[config.mk]
export PLATFORM = sky130hd
export DESIGN_NAME = coin_acceptor
export DESIGN_NICKNAME = d
export VERILOG_FILES = /design/src/rtl/coin_acceptor.sv
export SDC_FILE = /design/constraint.sdc
export NUM_CORES = 1
export LEC_CHECK = 0
export CORE_MARGIN = 5
export CORE_UTILIZATION = 57
export DETAILED_ROUTE_END_ITERATION = 10
export PLACE_DENSITY = 0.8
export SLEW_MARGIN = 15
export SYNTH_ARGS = -nofsm -noshare
export SYNTH_HDL_FRONTEND = slang
export SYNTH_SLANG_ARGS = --single-unit
[constraint.sdc]
create_clock -name clk -period 4.8 [get_ports clk]
set_input_delay 0.48 -clock clk [delete_from_list [all_inputs] [get_ports clk]]
set_output_delay 0.48 -clock clk [all_outputs]
set_load 0.005 [all_outputs]
[src/rtl/coin_acceptor.sv]
// Coin mechanism front end: synchronises and debounces the nickel/dime sensors,
// queues accepted coins and replays them as single-cycle N/D pulses with an idle gap.
module coin_acceptor #(
    parameter int DEBOUNCE_CYCLES = 4,
    parameter int FIFO_DEPTH      = 4,
    parameter int GAP_CYCLES      = 2
) (
    input  logic                               clk,
    input  logic                               reset,
    input  logic                               coin_n_in,
    input  logic                               coin_d_in,
    input  logic                               inhibit,
    output logic                               N,
    output logic                               D,
    output logic                               coin_reject,
    output logic                               overflow,
    output logic [$clog2(FIFO_DEPTH+1)-1:0]    fifo_count
);

    localparam int CW = $clog2(FIFO_DEPTH + 1);
    localparam int PW = $clog2(FIFO_DEPTH);
    localparam int DW = $clog2(DEBOUNCE_CYCLES + 1);
    localparam int GW = $clog2(GAP_CYCLES + 1);
    localparam logic [DW-1:0] DB_LAST  = DW'(DEBOUNCE_CYCLES - 1);
    localparam logic [GW-1:0] GAP_LAST = GW'(GAP_CYCLES - 1);
    localparam logic [CW:0]   DEPTH    = (CW + 1)'(FIFO_DEPTH);

    typedef enum logic [1:0] {IDLE, PULSE, GAP} state_t;

    state_t          state;
    logic [GW-1:0]   gap_cnt;

    // Bit 0 is the nickel channel, bit 1 the dime channel.
    logic [1:0]      raw;
    logic [1:0]      sync1;
    logic [1:0]      sync2;
    logic [1:0]      stable;
    logic [1:0]      coin_event;
    logic [DW-1:0]   db_cnt [2];

    logic            mem [FIFO_DEPTH];
    logic [PW-1:0]   wr_ptr;
    logic [PW-1:0]   rd_ptr;
    logic            head;
    logic            pop;
    logic            push_n;
    logic            push_d;
    logic            refuse_full;
    logic [CW:0]     free_slots;

    assign raw = {coin_d_in, coin_n_in};

    always_ff @(posedge clk) begin
        if (!reset) begin
            sync1     <= '0;
            sync2     <= '0;
            stable    <= '0;
            db_cnt[0] <= '0;
            db_cnt[1] <= '0;
        end else begin
            sync1 <= raw;
            sync2 <= sync1;
            for (int i = 0; i < 2; i++) begin
                if (sync2[i] == stable[i]) begin
                    db_cnt[i] <= '0;
                end else if (db_cnt[i] == DB_LAST) begin
                    stable[i] <= sync2[i];
                    db_cnt[i] <= '0;
                end else begin
                    db_cnt[i] <= db_cnt[i] + 1'b1;
                end
            end
        end
    end

    // A coin is the edge at which a stable level is about to flip from 0 to 1.
    assign coin_event[0] = sync2[0] && !stable[0] && (db_cnt[0] == DB_LAST);
    assign coin_event[1] = sync2[1] && !stable[1] && (db_cnt[1] == DB_LAST);

    assign head = mem[rd_ptr];
    assign pop  = (fifo_count != '0) && !inhibit &&
                  ((state == IDLE) || ((state == GAP) && (gap_cnt == GAP_LAST)));

    // Space counts the slot freed by a same-edge pop; the nickel claims a slot before the dime.
    always_comb begin
        free_slots  = DEPTH - {1'b0, fifo_count} + {{CW{1'b0}}, pop};
        push_n      = coin_event[0] && !inhibit && (free_slots != '0);
        push_d      = coin_event[1] && !inhibit && (free_slots > {{CW{1'b0}}, push_n});
        refuse_full = !inhibit && ((coin_event[0] && !push_n) || (coin_event[1] && !push_d));
    end

    always_ff @(posedge clk) begin
        if (push_n) mem[wr_ptr] <= 1'b0;
        if (push_d) mem[wr_ptr + PW'(push_n)] <= 1'b1;
    end

    always_ff @(posedge clk) begin
        if (!reset) begin
            wr_ptr      <= '0;
            rd_ptr      <= '0;
            fifo_count  <= '0;
            coin_reject <= 1'b0;
            overflow    <= 1'b0;
        end else begin
            wr_ptr      <= wr_ptr + PW'(push_n) + PW'(push_d);
            if (pop) rd_ptr <= rd_ptr + 1'b1;
            fifo_count  <= fifo_count + CW'(push_n) + CW'(push_d) - CW'(pop);
            coin_reject <= (coin_event[0] && !push_n) || (coin_event[1] && !push_d);
            if (refuse_full) overflow <= 1'b1;
        end
    end

    // The last gap cycle may launch the next pulse directly, so exactly GAP_CYCLES idle cycles separate pulses.
    always_ff @(posedge clk) begin
        if (!reset) begin
            state   <= IDLE;
            gap_cnt <= '0;
            N       <= 1'b0;
            D       <= 1'b0;
        end else begin
            N <= 1'b0;
            D <= 1'b0;
            case (state)
                PULSE: begin
                    state   <= GAP;
                    gap_cnt <= '0;
                end
                GAP: begin
                    if (gap_cnt == GAP_LAST) state <= IDLE;
                    else gap_cnt <= gap_cnt + 1'b1;
                end
                default: state <= IDLE;
            endcase
            if (pop) begin
                state <= PULSE;
                N     <= !head;
                D     <= head;
            end
        end
    end

endmodule

==> results.yml <==
detailed_routing:
  first_pass_iters: 4
  wl_met3_um: 167
  wl_met2_um: 1380
  antenna_left: 0
  drt-met1-wl_um: 1110
  drc: 0
  drt-initial-drc-count: 60
  wirelength_um: 2700
  wire_per_inst_um: 13.1
  maxUsedRoutingLayer: "met4"
  vias_per_cell: 5.35
  vias: 1102
grt:
  grt.total_usage: 0.161
  antenna_found_initial: 0
  grt_max_degree: 25
  grt_pass1_wl_um: 5020
  grt_pass1_vias: 1154
  grt-ovfl-total: 0
clock_network:
  cts.htree.levels: 2
  postCtsResizedCells: 0
  clock_latency_ns: 0.33
  clkSlewWorstSetupHoldPaths_ns: 0.10
  numCtsBuffers: 5
  cts.path.max_buffers: 2
  cts_tree: "built"
  cts-root-buf: "clkbuf_4"
  cts_setup_buffers: 0
  ctsHoldBuffers: 0
  cts.sink_count: 33
placement:
  dp.cells: 198
  dp_hpwl_um: 2100
  port_buffers: 11
  pre_cts_ws_ns: 0.330
  place.gp.congestion: 0.911
synth:
  ys_seq_area_frac: 0.458
  synth_top_family_by_area: "simple AND/OR/NAND/NOR gates"
  yosysWarningCount: 0
  synth_compound_area_frac: 0.120
  synth_edf_count: 6
  yosys_register_bits: 33
  synthSimpleGateAreaFrac: 0.193
  synth_top_area_share: 0.343
  netlist_area_mm2: 0.00157
  netlist_instances: 152
  syn-mean-instance-area_um2: 10.4
  ys_types: 38
  synth_top_cell_by_area: "dfxtp_1"
  muxShareOfSynthArea: 0.0143
  synthAdderAreaFrac: 0.137
  async_reset_ff_frac: 0
  ys.flop_type: "dfxtp_1"
  synth_area_leaders: "dfxtp_1 34%, edfxtp_1 11%, ha_1 11%"
  synth-xor-area-share: 0.0278
floorplan:
  die_area_mm2: 0.00391
  die_y_um: 62.6
  rows: 19
  initial_utilization: 0.581
  die_x_um: 62.6
  io_pins: 12
  coreArea_mm2: 0.00271
critical_path:
  critPathRequiredTime_ns: 5.03
  end_kind: "flip-flop"
  path_class: "input pin to flip-flop"
  cp-start-kind: "input pin"
  path_max_fanout: 6
  arrival_ns: 4.36
status:
  status: "finished, final reports clean"
finish:
  finalNonFillerCells: 206
  drive_gt1_frac: 0.0971
  diodes: 0
  fillers: 208
  fin_util: 0.662
  layout.cells.most_common: "dfxtp_1"
  layout_common_cells: "27 x dfxtp_1, 17 x inv_1, 14 x ha_1"
  num-nets-final: 195
  syn_to_final_growth_pct: 13.9
timing:
  fmax_ghz: 0.242
  maxSlewViolCount: 0
  fin_tns_setup_ns: 0
  grt_setup_unrepaired: "no"
  finalSetupViolCount: 0
  finalHoldViolations: 0
  fin_ws_ns: 0.664
  slew_headroom: 0.537
  worst_pin_slew_ns: 0.692
  fin_worst_skew_ns: 0.00838
  period_share: 0.862
  finalCriticalPeriod_ns: 4.14
pwr:
  powerDensity_mw_per_mm2: 440
  ir_drop_uv: 380
  p_leak_nw: 0.775
job:
  maxCapViolCount: 0
hold_path:
  min_path_type: "flip-flop to flip-flop"
[where the power goes]
part | internal, W | switching (W) | total (W) | leakage, nW
registers | 0.000320 | 0.0000308 | 0.000351 | 0.282
logic | 0.000153 | 0.000138 | 0.000291 | 0.461
clock network | 0.0000557 | 0.0000909 | 0.000147 | 0.0320
total | 0.000529 | 0.000260 | 0.000789 | 0.775
[sequential cells by signal, summed over array words and instances (netlist names), named ones only]
register,flops
N,1
state,2
sync1,2
sync2,2
wr_ptr,2
rd_ptr,2
db_cnt,6
coin_reject,1
overflow,1
fifo_count,3
stable,2
mem,4
D,1
gap_cnt,2
[cell type report]
| type | instances | area (um^2) | area share |
|---|---|---|---|
| multi-input combinational | 104 | 797 | 0.445 |
| inverter | 18 | 67.6 | 0.0377 |
| clock buffer | 6 | 41.3 | 0.0230 |
| sequential | 33 | 721 | 0.402 |
| tap | 31 | 38.8 | 0.0216 |
| clock inverter | 2 | 10.0 | 0.00558 |
| timing repair buffer | 12 | 118 | 0.0656 |
[routing by layer]
metal | up-vias | GRT usage
li1 | 561 | -
met4 | 0 | 0.0716
met1 | 509 | 0.179
met3 | 7 | 0.0683
met5 | - | 0
met2 | 25 | 0.266
[path summary, 6_finish.rpt]
path | start | endpoint | slack [ns] | cells past startpoint
worst max-delay path | inhibit | fifo_count[2] | 0.66 | 19
worst min-delay path | sync1[0] | sync2[0] | 0.44 | 1
worst max register to register | gap_cnt[1] | fifo_count[2] | 0.69 | 21
worst min register to register | sync1[0] | sync2[0] | 0.44 | 1
[cells in the mapped netlist, types with 3 or more instances]
cell and count:
o21a_1 3, a21oi_1 3, nand2_1 7, inv_1 17, and2_1 12, nor2_1 10
o31ai_1 3, ha_1 14, dfxtp_1 27, and3_1 3, nor2b_1 8, edfxtp_1 6
xor2_1 3
[cell families after synthesis]
kind of cell               count (synthesis)
xor gates and xnor gates                   5
DFF                                       33
adders and majority gates                 16
muxes                                      1
AOI/OAI and AO/OA                         24
and+or+nand+nor                           52
other                                      1
buffers and inverters                     20
[critical path, stage by stage]
cell and delay [ns]:
clkdlybuf4s50_1 0.53, nor4_4 0.31, inv_1 0.07, ha_1 0.19, inv_1 0.07, ha_1 0.26
nor2b_1 0.14, a21bo_2 0.26, nand2_1 0.09, inv_1 0.07, ha_1 0.29, nor2_1 0.05
a211oi_2 0.19, or3_4 0.17, inv_2 0.06, fa_1 0.43, fa_1 0.41, xor2_1 0.15
and2_1 0.16
[stage by stage]
stage	hold slack [ns]	instance area [um^2]	power (W)
floorplan	0.412	1590	0.000560
global route	0.473	1790	0.000860
CTS	0.442	1790	0.000797
detailed placement	0.419	1740	0.000651
global placement	0.415	1740	0.000624
finish	0.441	1790	0.000789
Power figures use the tool's default switching activity.
==> variant 1 (config.mk and constraints unchanged) <==
Register the inputs `coin_n_in`, `coin_d_in` and `inhibit` before use. The logic sees them one clock later.
--- a/src/rtl/coin_acceptor.sv
+++ b/src/rtl/coin_acceptor.sv
@@ -29,2 +29,12 @@
 
+    logic coin_n_q;
+    logic coin_d_q;
+    logic inhibit_q;
+
+    always_ff @(posedge clk) begin
+        coin_n_q  <= coin_n_in;
+        coin_d_q  <= coin_d_in;
+        inhibit_q <= inhibit;
+    end
+
     state_t          state;
@@ -50,3 +60,3 @@
 
-    assign raw = {coin_d_in, coin_n_in};
+    assign raw = {coin_d_q, coin_n_q};
 
@@ -80,3 +90,3 @@
     assign head = mem[rd_ptr];
-    assign pop  = (fifo_count != '0) && !inhibit &&
+    assign pop  = (fifo_count != '0) && !inhibit_q &&
                   ((state == IDLE) || ((state == GAP) && (gap_cnt == GAP_LAST)));
@@ -86,5 +96,5 @@
         free_slots  = DEPTH - {1'b0, fifo_count} + {{CW{1'b0}}, pop};
-        push_n      = coin_event[0] && !inhibit && (free_slots != '0);
-        push_d      = coin_event[1] && !inhibit && (free_slots > {{CW{1'b0}}, push_n});
-        refuse_full = !inhibit && ((coin_event[0] && !push_n) || (coin_event[1] && !push_d));
+        push_n      = coin_event[0] && !inhibit_q && (free_slots != '0);
+        push_d      = coin_event[1] && !inhibit_q && (free_slots > {{CW{1'b0}}, push_n});
+        refuse_full = !inhibit_q && ((coin_event[0] && !push_n) || (coin_event[1] && !push_d));
     end
Formal check against the unedited RTL: not equivalent (a bounded check fails within 10 cycles, from zero or initial values and one cycle with reset low).
==> variant 1 against the original RTL <==
- synthesized cell count up 2.0%
- sequential power up 7.1%
- power down 2.2%
- via count up 0.64%
- clock power up 3%
- setup slack worse by 61 ps
- sequential share of layout area up 2.1 points
- routed wire length down 0.89%
- area after synthesis up 3.8%
- cell count up 0.97%
- largest power group unchanged
- final area up 2.9%
- critical path depth up 1
- sequential cell count up 3
- non-clock buffer count down 1
- largest cell class unchanged
==> variant 1: results <==
set metrics [dict create \
    nonClockBufferCount 11 \
    post_synth_top_flop "sky130_fd_sc_hd__dfxtp_1" \
    biggestRegsByFlops "db_cnt: 6 flops, mem: 4 flops, fifo_count: 3 flops" \
    slowest_stage_cell_crit_path "sky130_fd_sc_hd__fa_1" \
    drtIter0Drc 18 \
    ys_seq_area_share_pct 47.78 \
    r2r-end "fifo_count[2]" \
    asyncSetResetFlopFracSynth_pct 0 \
    post_route_cells_drive_above_1_share_pct 9.040 \
    io_buffers 11 \
    final_layout_net_count 197 \
    antenna_found_initial 0 \
    edff_count_synth 6 \
    finalClockSkew_ps 9.904 \
    clock_latency_reported_for_the_late_side_of_the_worst_skew_pair_ps 340 \
    crit_path_max_incr_delay_ps 410 \
    detailedPlacementHpwl_mm 2.026 \
    worst_ir_drop_vdd_mv 0.3275 \
    hold_path_startpoint "sync1[0]" \
    post-place-ws_ps 652.2 \
    maxSlewViolCount 0 \
    clk_pin_slew_ps 110 \
    num_antenna_cells 0 \
    first_pass_iters 4 \
    yosys.cell_types.count 38 \
    globalplace.congestion 0.8027 \
    htreeDepth 2 \
    clockRootBuffer "sky130_fd_sc_hd__clkbuf_4" \
    number_of_instances_resized_during_post_cts_repair 0 \
    sequential_share_of_cell_area_pct 42.31 \
    fillCellCount 228 \
    worst_hold_path_type "flop to flop" \
    clock_path_buffers 2 \
    yosys-top-cells-count "sky130_fd_sc_hd__dfxtp_1 (30), sky130_fd_sc_hd__inv_1 (17), sky130_fd_sc_hd__ha_1 (14), sky130_fd_sc_hd__and2_1 (12), sky130_fd_sc_hd__nor2_1 (10)" \
    nonClkBufAreaFrac_pct 5.966 \
    critPathMaxFanout 7 \
    power.leakage_nw 0.7956 \
    final-clk-cell-share_pct 2.780 \
    r2r-start "gap_cnt[0]" \
    fin_ws_ps 602.6 \
    max-slew-margin-rel_pct 53.61 \
    seq_cells 36 \
    nNonClkInverters 18 \
    synth_area_leaders "sky130_fd_sc_hd__dfxtp_1 (37%), sky130_fd_sc_hd__edfxtp_1 (11%), sky130_fd_sc_hd__ha_1 (11%)" \
    grt.total_usage_pct 15.85 \
    first_global_vias 1169 \
    worst_ep_arrival_time_ps 4440 \
    drt-wirelength-per-cell_um 12.88 \
    global_route_wire_length_before_repair_mm 5.002 \
    post_cts.repair.setup_buffers 0 \
    r2r.worst_path.cells 20 \
    multi_input_comb_area_um2 797.0 \
    post_drt_via_cell_ratio 5.332 \
    synth.yosys.warnings 0 \
    result_of_the_run "finished clean" \
    cp_top_family "adder cells" \
    critPathKind "flop to flop" \
]
variant 1: worst reg2reg max path: cells and delay by family (launching register included):
family | cells | cell delay [ps]
DFF | 1 | 400
adders and majority gates | 6 | 1790
AOI/OAI and AO/OA | 2 | 440
buffers and inverters | 4 | 290
and+or+nand+nor | 7 | 1060
xor gates and xnor gates | 1 | 140
variant 1: where the power goes:
group	switching, W	internal [W]
logic	0.000116	0.000129
registers	0.0000322	0.000343
clock network	0.0000969	0.0000537
total	0.000245	0.000527
variant 1: how the worst min path moves through the flow:
stage,end,slack [ps],cells past startpoint
2_1_floorplan,sync1[0],410,1
3_3_place_gp,sync1[1],420,1
4_1_cts,sync1[1],460,1
5_1_grt,sync2[1],470,1
6_report,sync2[0],450,1
3_5_place_dp,sync1[1],430,1
variant 1: per-stage QoR:
step                      total power, W  cells  instance area, µm²
after global placement         0.0006130    200                1794
after floorplan                0.0005578    160                1653
after detailed placement       0.0006298    200                1794
after CTS                      0.0007815    208                1846
final                          0.0007713    208                1846
after global routing           0.0008421    208                1846
variant 1: metal layers:
layer  track usage (%)  part of all wire [%]  up-vias  wire length, µm
met5                 0                     0        -                0
met4             6.234                   1.6        0               43
met3             7.282                   4.2        5              113
met2             27.66                    51       17             1361
met1             16.24                    43      521             1160
li1                  -                     -      566                -
variant 1: kinds of logic after synthesis:
family                   Yosys count  share of synthesized area, %
AND/OR/NAND/NOR                   52                         18.61
flip-flops                        36                         47.78
AO/OA/AOI/OAI                     24                         11.56
buffers and inverters             20                         4.594
adder cells (fa/ha/maj)           16                         13.17
XOR/XNOR                           5                         2.680
other                              1                        0.2295
multiplexers                       1                         1.378
==> variant 2 (config.mk and constraints unchanged) <==
Made on the original files. Set the parameter `FIFO_DEPTH` to 8 (it was 4).
--- a/src/rtl/coin_acceptor.sv
+++ b/src/rtl/coin_acceptor.sv
@@ -4,3 +4,3 @@
     parameter int DEBOUNCE_CYCLES = 4,
-    parameter int FIFO_DEPTH      = 4,
+    parameter int FIFO_DEPTH      = 8,
     parameter int GAP_CYCLES      = 2
Ports: changed (resized fifo_count); port bits go from 12 to 13. The function was not compared with the original's and may differ.
==> variant 2 against the original RTL <==
- utilization rose by 0.98 points
- critical path depth fell by 2
- final area rose by 28%
- clock power rose by 14%
- power rose by 34%
- register-to-register slack got worse by 190 ps
- sequential power rose by 23%
- setup slack got worse by 160 ps
- sequential cell count rose by 8
- area after synthesis rose by 31%
- combinational power rose by 57%
- routed wire length rose by 35%
- critical path type is now flop to flop
- critical endpoint unchanged
==> variant 2: results <==
set metrics [dict create \
    fin_crit_sh_pct 89.55 \
    crit_path_max_incr_delay_ps 510 \
    ff_latch_area_um2 880.8 \
    worst-slew-pin-transition_ps 635.0 \
    post-place-ws_ps 222.8 \
    multi_input_comb_area_um2 1051 \
    biggestRegsByFlops "mem: 8 flops, db_cnt: 6 flops, fifo_count: 4 flops" \
    yosys.cell_types.count 41 \
    critPathKind "flop to flop" \
    io_buffers 12 \
    nonClkBufAreaFrac_pct 5.892 \
    power.leakage_nw 1.019 \
    slowest_stage_cell_crit_path "sky130_fd_sc_hd__or4_4" \
    total_power_consumption_of_the_routed_design_w 0.001059 \
    r2r.worst_path.cells 17 \
    critPathMaxFanout 4 \
    detailedPlacementHpwl_mm 2.726 \
    r2r-start "fifo_count[2]" \
    routed_wirelength_mm 3.643 \
    synth_area_leaders "sky130_fd_sc_hd__dfxtp_1 (34%), sky130_fd_sc_hd__ha_1 (13%), sky130_fd_sc_hd__edfxtp_1 (8.8%)" \
    vias 1539 \
    setup.reg_to_reg.worst_slack_ps 500 \
    p_clk_w 0.000168 \
    result_of_the_run "finished clean" \
    nMultiInputCombCells 147 \
    nNonClkInverters 30 \
    netSwitchingFraction_pct 38.71 \
    grt.total_usage_pct 15.81 \
    m1WireLength_mm 1.770 \
]
[variant 2: cell types whose count changed after synthesis, sizes merged, moves of 4 or more]
cell and delta:
inv +12, nor2b -5, nor2 +16, and2 -6, o22ai +4, o21ai +4
o32ai +4, ha +7, mux2i +4, a31oi +8, dfxtp +8, nand2 +9
[variant 2: kinds of logic after synthesis]
kind of cell / share of synthesized area, %
other: 0.1824
AO/OA/AOI/OAI: 12.17
flip-flops: 42.85
buffers and inverters: 6.938
adder cells (fa/ha/maj): 14.73
multiplexers: 4.139
AND/OR/NAND/NOR: 16.43
XOR/XNOR: 2.556
[variant 2: worst min path at each step]
| stage | depth (start not counted) | from | to | slack (ps) |
|---|---|---|---|---|
| after floorplan | 1 | sync1[0] | sync2[0] | 410 |
| after global placement | 1 | sync1[1] | sync2[1] | 410 |
| after detailed placement | 1 | sync1[1] | sync2[1] | 430 |
| after CTS | 1 | sync1[1] | sync2[1] | 460 |
| after global routing | 1 | sync1[1] | sync2[1] | 470 |
| final | 1 | sync1[1] | sync2[1] | 450 |
[variant 2: layer usage]
layer | vias up | track usage [%]
met2 | 37 | 26.02
met3 | 4 | 4.735
met1 | 706 | 20.04
li1 | 792 | -
met5 | - | 0
met4 | 0 | 4.468
[variant 2: per-stage QoR]
step / instance area, µm² / util (%) / instances
4_1_cts: 2293 / 67.14 / 286
2_1_floorplan: 2074 / - / 224
5_1_grt: 2293 / 67.14 / 286
3_3_place_gp: 2237 / 65.49 / 278
6_report: 2293 / 67.14 / 286
3_5_place_dp: 2237 / 65.49 / 278
